[src/rtl/mem_lsu_split.sv]
// mem_lsu_split: load/store unit that splits misaligned accesses into two aligned beats
// Ports: clk, rst_n (async, active-low)
//   req_valid/req_ready, req_opcode, req_funct3, req_addr, req_wdata : request from the pipeline
//   resp_valid, resp_rdata, resp_err                                  : one-cycle completion pulse
//   dmem_en, dmem_addr, dmem_wea, dmem_wdata, dmem_rdata              : synchronous data RAM
module mem_lsu_split #(
  parameter int XLEN          = 32,
  parameter bit MISALIGNED_EN = 1
) (
  input  logic                clk,
  input  logic                rst_n,
  input  logic                req_valid,
  output logic                req_ready,
  input  logic [6:0]          req_opcode,
  input  logic [2:0]          req_funct3,
  input  logic [XLEN-1:0]     req_addr,
  input  logic [XLEN-1:0]     req_wdata,
  output logic                resp_valid,
  output logic [XLEN-1:0]     resp_rdata,
  output logic                resp_err,
  output logic                dmem_en,
  output logic [XLEN-1:0]     dmem_addr,
  output logic [XLEN/8-1:0]   dmem_wea,
  output logic [XLEN-1:0]     dmem_wdata,
  input  logic [XLEN-1:0]     dmem_rdata
);
  localparam int NB = XLEN / 8;
  localparam int OW = $clog2(NB);
  localparam logic [2:0] OWL = 3'(OW);
  typedef enum logic [2:0] {IDLE, B0, B1, WAIT, RESP, ERR} state_t;
  state_t state, state_nx;
  logic              is_load_q, split_q;
  logic [2:0]        f3_q;
  logic [OW-1:0]     off_q;
  logic [XLEN-1:0]   base_q, wdata_q, lo_q, hi_q;
  logic              ld, st, size_ok, legal, req_split;
  logic [OW-1:0]     req_off;
  logic [3:0]        sz_bytes;
  logic [2*NB-1:0]   wide_be;
  logic [2*XLEN-1:0] wide_d, wide_dm, rd_sh;
  logic [XLEN-1:0]   ext;
  logic              sb;
  assign ld        = req_opcode == 7'b0000011;
  assign st        = req_opcode == 7'b0100011;
  assign size_ok   = {1'b0, req_funct3[1:0]} <= OWL;
  // unsigned forms exist only for loads narrower than the full word
  assign legal     = size_ok && (ld ? !(req_funct3[2] && {1'b0, req_funct3[1:0]} == OWL)
                                    : st && !req_funct3[2]);
  assign req_off   = req_addr[OW-1:0];
  assign req_split = ({1'b0, req_off} + ((OW+1)'(1) << req_funct3[1:0])) > (OW+1)'(NB);
  assign sz_bytes  = 4'(1) << f3_q[1:0];
  // byte mask and data placed across two words; low half is beat0, high half beat1
  assign wide_be   = (((2*NB)'(1) << sz_bytes) - (2*NB)'(1)) << off_q;
  assign wide_d    = {XLEN'(0), wdata_q} << {off_q, 3'b0};
  assign rd_sh     = {hi_q, lo_q} >> {off_q, 3'b0};
  always_comb begin
    wide_dm = '0;
    for (int i = 0; i < 2*NB; i++) wide_dm[8*i+:8] = wide_be[i] ? wide_d[8*i+:8] : 8'h0;
  end
  always_comb begin
    ext = rd_sh[XLEN-1:0];
    sb  = !f3_q[2] && (f3_q[1:0] == 2'd0 ? rd_sh[7] : f3_q[1:0] == 2'd1 ? rd_sh[15] :
                       f3_q[1:0] == 2'd2 ? rd_sh[31] : rd_sh[XLEN-1]);
    for (int i = 0; i < NB; i++) if (i >= int'(sz_bytes)) ext[8*i+:8] = {8{sb}};
  end
  always_comb begin
    state_nx = state;
    case (state)
      IDLE:    if (req_valid) state_nx = (!legal || (req_split && !MISALIGNED_EN)) ? ERR : B0;
      B0:      state_nx = split_q ? B1 : is_load_q ? WAIT : RESP;
      B1:      state_nx = is_load_q ? WAIT : RESP;
      WAIT:    state_nx = RESP;
      default: state_nx = IDLE;
    endcase
  end
  always_ff @(posedge clk or negedge rst_n) begin
    if (!rst_n) begin
      state     <= IDLE;
      is_load_q <= 1'b0;
      split_q   <= 1'b0;
      f3_q      <= '0;
      off_q     <= '0;
      base_q    <= '0;
      wdata_q   <= '0;
      lo_q      <= '0;
      hi_q      <= '0;
    end else begin
      state <= state_nx;
      if (state == IDLE && req_valid) begin
        is_load_q <= ld;
        split_q   <= req_split;
        f3_q      <= req_funct3;
        off_q     <= req_off;
        base_q    <= {req_addr[XLEN-1:OW], OW'(0)};
        wdata_q   <= req_wdata;
      end
      if (state == B1 && is_load_q) lo_q <= dmem_rdata;
      if (state == WAIT) begin
        if (split_q) hi_q <= dmem_rdata;
        else lo_q <= dmem_rdata;
      end
    end
  end
  assign req_ready  = state == IDLE;
  assign dmem_en    = state == B0 || state == B1;
  assign dmem_addr  = state == B0 ? base_q : state == B1 ? base_q + XLEN'(NB) : '0;
  assign dmem_wea   = is_load_q ? '0 : state == B0 ? wide_be[NB-1:0] :
                      state == B1 ? wide_be[2*NB-1:NB] : '0;
  assign dmem_wdata = is_load_q ? '0 : state == B0 ? wide_dm[XLEN-1:0] :
                      state == B1 ? wide_dm[2*XLEN-1:XLEN] : '0;
  assign resp_valid = state == RESP || state == ERR;
  assign resp_err   = state == ERR;
  assign resp_rdata = (state == RESP && is_load_q) ? ext : '0;
endmodule

[config.mk]
export PLATFORM = sky130hd
export DESIGN_NAME = mem_lsu_split
export DESIGN_NICKNAME = d
export VERILOG_FILES = /design/src/rtl/mem_lsu_split.sv
export SDC_FILE = /design/constraint.sdc
export NUM_CORES = 1
export LEC_CHECK = 0
export ABC_CLOCK_PERIOD_IN_PS = 3500
export BUFFER_PORTS_ARGS = -buffer_cell sky130_fd_sc_hd__buf_4
export CAP_MARGIN = 20
export CORE_UTILIZATION = 30
export CTS_CLUSTER_SIZE = 16
export DETAILED_ROUTE_END_ITERATION = 6
export GPL_TIMING_DRIVEN = 0
export SYNTH_ARGS = -nofsm -noshare
export SYNTH_HDL_FRONTEND = slang
export SYNTH_SLANG_ARGS = --single-unit
[constraint.sdc]
create_clock -name clk -period 3.5 [get_ports clk]
set_clock_uncertainty 0.2 [all_clocks]
set_input_delay 1.05 -clock clk [delete_from_list [all_inputs] [get_ports clk]]
set_output_delay 1.05 -clock clk [all_outputs]
set_load 0.01 [all_outputs]
==> summary.md <==
| Metric | Value |
|---|---|
| Failing checks | setup timing |
| Cell taking the most area after synthesis | dfrtp_1 |
| Max FO, Critical Path | 10 |
| Power per cell area | 857 nW/um^2 |
| CP arrival | 2.28 ns |
| Max Cap Viol | 0 |
| Most frequent cell after synthesis | mux2_2 |
| Total Wirelength | 28.8 mm |
| Final worst slack | -0.0279 ns |
| IO buf count | 210 |
| Num rows | 59 |
| GR Util met3 | 0.0404 |
| Vias | 7316 |
| Worst R2R Path Depth | 7 |
| Clock Sinks | 128 |
| Largest net degree at the start of global routing | 71 |
| Drt drc | 0 |
| Antenna violations before repair | 0 |
| Netlist Area Pre-Place | 7950 um^2 |
| Post-synth top flop | dfrtp_1 |
| P_leak | 5.09 nW |
| Worst IR drop on VDD | 0.529 mV |
| Die H | 165 um |
| Post-Layout Cell Count | 1363 |
| IO Count | 213 |
| Iteration-0 DRC Markers | 460 |
| Worst-path cell chain | buf_6, nor2_4, nand3_4, or4_4, buf_8, o21ai_2, buf_4 |
| Post-DP HPWL | 20.2 mm |
| Final Max Slew Viols | 0 |
| Most area-consuming cells after synthesis | dfrtp_1 (40%), mux2_2 (19%), mux4_2 (8.2%) |
| Nets | 1127 |
| GPL Wtd Cong | 0.853 |
| Hold depth | 1 |
| Register clock-pin slew on the reported worst setup and hold paths | 0.07 ns |
| Global-route met2 utilization | 0.337 |
| Maximum clock path buffer count | 2 |
| Worst slew pin tran | 0.703 ns |
| Remaining Overflow, GRT | 0 |
| Die ar. | 27200 um^2 |
| Routed WL per cell | 21.1 um |
| Busiest grt layer | met2 |
| Gr usage total | 0.211 |
| TritonCTS clock tree | yes |
| EDFF count, synth | 0 |
| Die W | 165 um |
| Cell count after synthesis | 756 |
| Drt pass-1 iters | 5 |
| M1 GR Usage | 0.280 |
| Hold WS | 0.306 ns |
| Seq/Total Area, Yosys | 0.403 |
| Run status | finished with violations |
| Hold Vio Cnt, Final | 0 |
| RSZ-0062 raised after global routing | yes |
| Worst rel slew slack | 0.532 |
| Critical path endpoint category | output port |
| Setup Viol. Count Final | 14 |
| Synth top cells by count | mux2_2 (133), dfrtp_1 (128), o21ai_0 (62) |
| Via/cell ratio | 5.37 |
| Worst Path Class, Setup | reg -> out |
| First-pass GRT wire length | 42.3 mm |
| Initial Util | 0.305 |
| Vias in the first global route | 7168 |
| Layout cells sized above 1 | 0.582 |
| Ys Warns | 0 |
| Yosys top cell area share | 0.403 |
| Slowest CP cell | or4_4 |
| Min-delay worst type | reg -> reg |
| Placed insts | 1303 |
| Layout Utilization | 0.452 |
| Worst setup SP type | flip-flop |
| Post-synthesis cell type count | 53 |
| Yosys reg bits | 128 |
| Num CTS Buffers | 17 |
| Post-route minimum period | 3.53 ns |
| CTS HTree Levels | 4 |
| Post-synthesis average cell area | 10.5 um^2 |
| Fmax | 0.283 GHz |
| Routed Antenna Nets | 0 |
| Clock Latency Late Sink | 0.43 ns |
| Diodes inserted | 0 |
| Fraction of registers with async set/reset | 1.00 |
| CP Data Required Time | 2.25 ns |
| Total core area | 26100 um^2 |
| CP max stage delay | 0.65 ns |
| CTS root buffer | clkbuf_16 |
| Layout area overhead | 48.3% |
| Fin crit share | 1.01 |
-- critical path: cells and delay by family, from the launching register on --
| family | cells | cell delay [ns] |
|---|---|---|
| DFF | 1 | 0.42 |
| and+or+nand+nor | 3 | 0.89 |
| AOI/OAI and AO/OA | 1 | 0.05 |
| buffers and inverters | 3 | 0.48 |
-- layout by cell type (no fill, tap or decap), types with 8 or more instances in the layout --
master,n
buf_4,232
mux2_2,132
dfrtp_1,119
nor2_1,45
o21ai_0,40
nand2_1,38
mux4_2,29
buf_6,25
inv_1,22
a21oi_1,20
nor2b_1,19
clkbuf_16,19
nand4_1,16
buf_2,14
a211oi_2,14
o21ai_1,13
mux2i_1,13
o21a_1,11
nor3_4,11
o21ai_2,10
a22oi_1,10
buf_12,9
dfrtp_2,9
nor2_2,8
a31oi_1,8
-- metal layers --
metal | share of wire | up-vias
met5 | 0 | -
met4 | 0.028 | 0
met3 | 0.060 | 42
met2 | 0.48 | 277
met1 | 0.43 | 3678
li1 | - | 3319
-- cells by family (layout without fill, tap and decap cells) --
family | count (synthesis) | count (layout) | synth area share
AO/OA/AOI/OAI | 155 | 155 | 0.118
buffers and inverters | 85 | 356 | 0.0461
XOR/XNOR | 1 | 1 | 0.00110
multiplexers | 183 | 183 | 0.297
AND/OR/NAND/NOR | 200 | 200 | 0.129
other | 1 | 2 | 0.000472
flip-flops | 128 | 128 | 0.403
adder cells (fa/ha/maj) | 3 | 3 | 0.00566
-- state kept, by name, indices dropped and copies added, names as in the netlist, 2 cells and up --
register  flops
lo_q         32
wdata_q      32
base_q       30
hi_q         24
f3_q          3
state         3
off_q         2
-- per-stage QoR --
stage	total power, mW	cell area [um^2]	setup WS [ns]	setup TNS, ns
6_report	10.1	11800	-0.0279	-0.225
5_1_grt	10.6	11800	-0.0982	-2.11
4_1_cts	9.66	11300	-0.134	-1.85
3_5_place_dp	7.25	9980	-0.357	-12.73
3_3_place_gp	7.15	9950	-0.376	-12.30
2_1_floorplan	5.73	7960	0.313	0
-- report_power, final --
part           leakage [nW]  internal [mW]  switching [mW]
sequential             1.50           2.21           0.794
clock                 0.286           1.01           0.806
combinational          3.31           2.78            2.50
total                  5.09           6.00            4.10
-- worst paths after layout --
path	start	endpoint	slack, ns
worst max-delay path	state[0]	resp_rdata[30]	-0.03
worst min-delay path	hi_q[16]	hi_q[16]	0.31
worst max register to register	state[0]	is_load_q	0.98
min in group asynchronous	rst_n	lo_q[26]	0.39
worst min register to register	hi_q[16]	hi_q[16]	0.31
max in group asynchronous	rst_n	wdata_q[28]	1.93
-- final cells by class --
| cell class | instances | area (um^2) |
|---|---|---|
| well taps | 335 | 419 |
| flip-flops and latches | 128 | 3210 |
| clock inverters | 15 | 164 |
| repair buffers | 248 | 2020 |
| fillers | 2420 | 14300 |
| clock buffers | 17 | 425 |
| multi-input cells | 544 | 4970 |
| plain buffers | 54 | 492 |
| inverters | 22 | 82.6 |
-- what timing repair did --
| item | in CTS | in global routing |
|---|---|---|
| gates cloned | 1 | 3 |
| setup endpoints to repair | 97 | 84 |
| hold buffers | 0 | 0 |
| resized for setup | 176 | 102 |
| pin swaps | 11 | 35 |
| setup buffers | 16 | 17 |
Note: power is estimated with default switching activity, not from simulation.
